`src/rtl/one_bc_if.sv`:
```
// I/O bundle for the 1-bit computer: the input bits going in and the output
// register bits coming out.
interface one_bc_if;
  logic [7:0] ins_i;
  logic [7:0] outs_o;

  // Driver side: supplies the input bits and observes the outputs.
  modport master (output ins_i, input outs_o);
  // Core side: consumes the input bits and drives the output register.
  modport slave (input ins_i, output outs_o);
endinterface

```
`src/rtl/one_bc.sv`:
```
// Minimal 1-bit computer: a 1-bit result register, a 5-bit program counter and
// a fixed 32-word combinational program ROM, one instruction per clock. The
// built-in program makes every output bit sticky once its input is seen high.
module one_bc (
  input  logic     clk_i,
  input  logic     arst_i,
  one_bc_if.slave  io
);

  typedef enum logic [3:0] {
    OP_NOP  = 4'h0,
    OP_LDI  = 4'h1,
    OP_LDO  = 4'h2,
    OP_ANDI = 4'h3,
    OP_ORI  = 4'h4,
    OP_ORO  = 4'h5,
    OP_STO  = 4'h6,
    OP_STOC = 4'h7,
    OP_SET  = 4'h8,
    OP_CLR  = 4'h9,
    OP_JMP  = 4'hA
  } op_e;

  logic [4:0] pc;
  logic       rr;
  logic [7:0] outs;
  logic [7:0] lat;

  logic [8:0] instr;
  op_e        op;
  logic [4:0] arg;
  logic [2:0] idx;
  logic [7:0] in_eff;
  logic [7:0] lat_next;

  assign io.outs_o = outs;

  // Program ROM: for each bit i, LDI i / ORO i / STO i, then loop back to 0.
  always_comb begin
    // NOTE: every signal written in always_comb gets a default first, so no
    // path through the case can leave it unassigned and infer a latch.
    instr = {OP_NOP, 5'd0};
    case (pc)
      5'd0:  instr = {OP_LDI, 5'd0};
      5'd1:  instr = {OP_ORO, 5'd0};
      5'd2:  instr = {OP_STO, 5'd0};
      5'd3:  instr = {OP_LDI, 5'd1};
      5'd4:  instr = {OP_ORO, 5'd1};
      5'd5:  instr = {OP_STO, 5'd1};
      5'd6:  instr = {OP_LDI, 5'd2};
      5'd7:  instr = {OP_ORO, 5'd2};
      5'd8:  instr = {OP_STO, 5'd2};
      5'd9:  instr = {OP_LDI, 5'd3};
      5'd10: instr = {OP_ORO, 5'd3};
      5'd11: instr = {OP_STO, 5'd3};
      5'd12: instr = {OP_LDI, 5'd4};
      5'd13: instr = {OP_ORO, 5'd4};
      5'd14: instr = {OP_STO, 5'd4};
      5'd15: instr = {OP_LDI, 5'd5};
      5'd16: instr = {OP_ORO, 5'd5};
      5'd17: instr = {OP_STO, 5'd5};
      5'd18: instr = {OP_LDI, 5'd6};
      5'd19: instr = {OP_ORO, 5'd6};
      5'd20: instr = {OP_STO, 5'd6};
      5'd21: instr = {OP_LDI, 5'd7};
      5'd22: instr = {OP_ORO, 5'd7};
      5'd23: instr = {OP_STO, 5'd7};
      5'd24: instr = {OP_JMP, 5'd0};
      default: instr = {OP_NOP, 5'd0};
    endcase
  end

  // Decode the current word; opcodes B-F fall through to NOP in the executor.
  always_comb begin
    op     = op_e'(instr[8:5]);
    arg    = instr[4:0];
    idx    = arg[2:0];
    in_eff = lat | io.ins_i;
  end

  // Capture latches accumulate pulses; LDI consumes its bit, but a pulse
  // arriving on that same edge is kept for the next read.
  always_comb begin
    lat_next = lat | io.ins_i;
    if (op == OP_LDI) lat_next[idx] = io.ins_i[idx];
  end

  // Execute one instruction per clock and advance the program counter.
  always_ff @(posedge clk_i) begin
    // NOTE: all sequential state uses non-blocking assignments so every
    // instruction sees the register values from before this edge.
    if (arst_i) begin
      pc   <= 5'd0;
      rr   <= 1'b0;
      outs <= 8'h00;
      lat  <= 8'h00;
    end else begin
      pc  <= pc + 5'd1;
      lat <= lat_next;
      case (op)
        OP_LDI:  rr <= in_eff[idx];
        OP_LDO:  rr <= outs[idx];
        OP_ANDI: rr <= rr & in_eff[idx];
        OP_ORI:  rr <= rr | in_eff[idx];
        OP_ORO:  rr <= rr | outs[idx];
        OP_STO:  outs[idx] <= rr;
        OP_STOC: outs[idx] <= ~rr;
        OP_SET:  rr <= 1'b1;
        OP_CLR:  rr <= 1'b0;
        OP_JMP:  pc <= arg;
        default: ;
      endcase
    end
  end

endmodule

```
`src/flat_wrapper.sv`:
```
// flat-port wrapper written by rule: the top's interface ports become plain ports
module one_bc_flat 
  (clk_i, arst_i, io_ins_i, io_outs_o);
  one_bc_if io_i ();
  input  logic clk_i;
  input  logic arst_i;
  input wire logic [$bits(io_i.ins_i)-1:0] io_ins_i;
  output wire logic [$bits(io_i.outs_o)-1:0] io_outs_o;
  assign io_i.ins_i = io_ins_i;
  assign io_outs_o = io_i.outs_o;
  one_bc u_core (.clk_i(clk_i), .arst_i(arst_i), .io(io_i));
endmodule
```
`config.mk`:
```
export PLATFORM = sky130hd
export DESIGN_NAME = one_bc_flat
export DESIGN_NICKNAME = d
export VERILOG_FILES = /design/src/rtl/one_bc_if.sv /design/src/rtl/one_bc.sv /design/src/flat_wrapper.sv
export SDC_FILE = /design/constraint.sdc
export NUM_CORES = 1
export LEC_CHECK = 0
export CAP_MARGIN = 20
export CELL_PAD_IN_SITES_DETAIL_PLACEMENT = 0
export CELL_PAD_IN_SITES_GLOBAL_PLACEMENT = 1
export CORE_UTILIZATION = 42
export DETAILED_ROUTE_END_ITERATION = 10
export GPL_TIMING_DRIVEN = 1
export PLACE_DENSITY_LB_ADDON = 0.1
export RECOVER_POWER = 50
export SYNTH_ARGS = -nofsm -noshare
export SYNTH_HDL_FRONTEND = slang
export SYNTH_SLANG_ARGS = --single-unit
```
`constraint.sdc`:
```
create_clock -name clk_i -period 2.8 [get_ports clk_i]
set_clock_uncertainty 0.05 [all_clocks]
set_input_delay 0.42 -clock clk_i [delete_from_list [all_inputs] [get_ports clk_i]]
set_output_delay 0.42 -clock clk_i [all_outputs]
set_load 0.05 [all_outputs]
```
==> results of run 1 <==
-- critical path: stages, from the launching register on --
cell and delay, ps:
dfxtp_1 390, ha_1 300, xor2_4 270, nor2_2 60, or3_1 440, clkinvlp_2 270, nand2b_4 80, o221a_1 250
or3_1 340
-- sequential cells by signal, summed over array words and instances, names as in the netlist --
signal and cells:
u_core.io.outs_o 8, u_core.lat 8, u_core.instr 7, u_core.pc 5
u_core.rr 1
-- power by group through the flow --
stage / Combinational, mW / Clock, mW / Sequential [mW]
global route: 0.320 / 0.411 / 0.481
floorplan: 0.212 / 0 / 0.476
detailed placement: 0.288 / 0 / 0.484
finish: 0.289 / 0.379 / 0.475
global placement: 0.281 / 0 / 0.481
CTS: 0.290 / 0.390 / 0.475
-- synth_stat cells, types with 3 or more instances --
library cell	instances	area, um2
dfxtp_1	29	581
nand2_1	20	75.1
a211oi_1	19	143
nor3_1	19	95.1
a21oi_1	18	90.1
nor2_1	18	67.6
clkbuf_1	11	41.3
o21ai_0	11	55.1
ha_1	8	100
mux2i_1	6	60.1
inv_1	5	18.8
nand3_1	4	20.0
and3_1	3	18.8
mux4_2	3	67.6
nor3b_1	3	22.5
nor4_1	3	18.8
o22ai_1	3	18.8
xor2_1	3	26.3
-- metal layers --
| metal | global-route usage (%) | vias up | part of all wire (%) |
|---|---|---|---|
| li1 | - | 821 | - |
| met1 | 29.1 | 765 | 48 |
| met2 | 35.6 | 40 | 46 |
| met3 | 4.22 | 4 | 4.3 |
| met4 | 6.38 | 0 | 0.78 |
| met5 | 0 | - | 0 |
-- area by class of cell --
cell class / count / area share, %
clock buffer: 7 / 4.57
multi-input combinational: 165 / 52.6
clock inverter: 1 / 0.237
inverter: 7 / 1.31
timing repair buffer: 25 / 10.7
tap: 50 / 2.97
sequential: 29 / 27.6
-- cell families (layout without fill, tap and decap cells) --
| family | count (synthesis) | in the layout | share of synthesized area, % |
|---|---|---|---|
| and+or+nand+nor | 85 | 85 | 24.8 |
| AOI/OAI and AO/OA | 57 | 57 | 20.1 |
| DFF | 29 | 29 | 32.2 |
| buffers and inverters | 22 | 40 | 6.25 |
| muxes | 9 | 9 | 7.08 |
| adders and majority gates | 8 | 8 | 5.56 |
| xor gates and xnor gates | 6 | 6 | 3.96 |
-- worst paths after layout --
kind | end
worst max register to register | u_core.instr[6]
worst max-delay path | u_core.instr[6]
worst min-delay path | u_core.io.outs_o[7]
worst min register to register | u_core.io.outs_o[7]
==> metrics.md, run 1 <==
| Metric | Value |
|---|---|
| Status | finished clean |
| Sw Ratio | 31.0% |
| Synth Flop Type | dfxtp_1 |
| Crit Path Class | flip-flop to flip-flop |
| Synth Net Count | 234 |
| Placed Instances | 276 |
| Switch Pwr | 355 uW |
| Top Ports | 18 |
| Final ANT Viol Nets | 0 |
| Power Dens Cells | 543 nW/um2 |
| Die width | 67.5 um |
| Post-CTS Setup Bufs | 0 |
| Maximum net fanout on the critical path | 7 |
| Post-Syn Area per Cell | 8.34 um2 |
| Routed via count | 1630 |
| Total track usage | 21.9% |
| Chip height | 67.5 um |
| Relative slew slack | 51.7% |
| Ys async rst share | 0% |
| Max Freq | 390 MHz |
| Comb pwr share | 25.3% |
| Max_cap viols | 0 |
| Sequential share of power | 41.5% |
| Clk pwr share | 33.2% |
| Int Pwr | 789 uW |
| Port bufs | 17 |
| Site Rows | 23 |
| Final Cell Area | 2110 um2 |
| Synthesized flop and latch total | 29 |
| Net count, final | 251 |
| Hold buffers post-CTS | 0 |
| Initial Util | 44.4% |
| WHS | 425 ps |
| Synth Instances | 216 |
| Total die area | 4560 um2 |
| Multi-input logic area | 1110 um2 |
| Number of global-route vias before repair | 1548 |
| Crit path launch | u_core.pc[0] |
| Initial antenna violation count | 0 |
| Vias per inst | 5.74 |
| DRT Pass-1 Iters | 4 |
| Remaining routing DRC violations | 0 |
| Reg2reg path depth | 8 |
| Crit path launch type | flip-flop |
| Number of cells on the worst hold path | 2 |
| Setup TNS | 0 ps |
| Clock transition at path regs | 60 ps |
| DR iter-0 viols | 136 |
| # H-tree levels | 2 |
| CTS tree | done |
| Number of diodes | 0 |
| Placed Area | 2020 um2 |
| Gpl congestion | 0.848 |
| Total core area | 4060 um2 |
| Worst r2r src | u_core.pc[0] |
| Commonest non-fill, non-tap cell in the layout | dfxtp_1 |
| RSZ-0062 raised after global routing | no |
| Fillers | 390 |
| R2R setup slack | 230 ps |
| Count of final hold-check violations | 0 |
| Total grt overflow | 0 |
| Hold path start | u_core.io.outs_o[7] |
| Min Clock Period, post-route | 2570 ps |
| Fraction of layout cells with a size suffix above 1 | 10.7% |
| Final period util | 91.6% |
| Clk root buf | clkbuf_8 |
| Critical Path RT | 2910 ps |
| Final design utilization | 52.0% |
| Power Total | 1.14 mW |
| Fin cells | 284 |
| Most frequent cells in the layout | 28 x dfxtp_1, 20 x nand2_1, 19 x a211oi_1, 19 x nor3_1 |
| Seq/Total Area, Yosys | 32.2% |
| FF+latch area | 582 um2 |
| Distinct cell type count after synthesis | 41 |
| Clk_lat worst skew | 280 ps |
| Wire length of the first global-routing pass | 7380 um |
| Dpl ws | 188 ps |
| Final WS setup | 234 ps |
| Final WL | 4340 um |
| Max clock buf depth | 2 |
| Post-synth EDFFs | 0 |
| CTS sink cnt | 29 |
| Synth warn | 0 |
| CP Capture Type | flip-flop |
| Pleak | 0.774 nW |
| Least-Margin Pin Slew | 722 ps |
| Crit path arrival time | 2680 ps |
| Max Slew Vio Count | 0 |
| Avg WL per Cell | 15.3 um |
| Area Growth Syn to Fin | 17.0% |
| Synth Cell Area | 1800 um2 |
| Hold Crit Class | flip-flop to flip-flop |
| Finish-stage setup viols | 0 |
| Post-DP HPWL | 3220 um |
| Largest net degree at the start of global routing | 24 |
| Maximum vdd ir drop | 0.381 mV |
| Num CTS Buffers | 5 |
| CTS resizes | 0 |
Power figures use the tool's default switching activity.
==> run 2, diff against run 1 <==
- CTS_CLUSTER_DIAMETER: not set -> 100
==> results of run 2 <==
Final layout, timing and power as in run 1 (identical DEF).
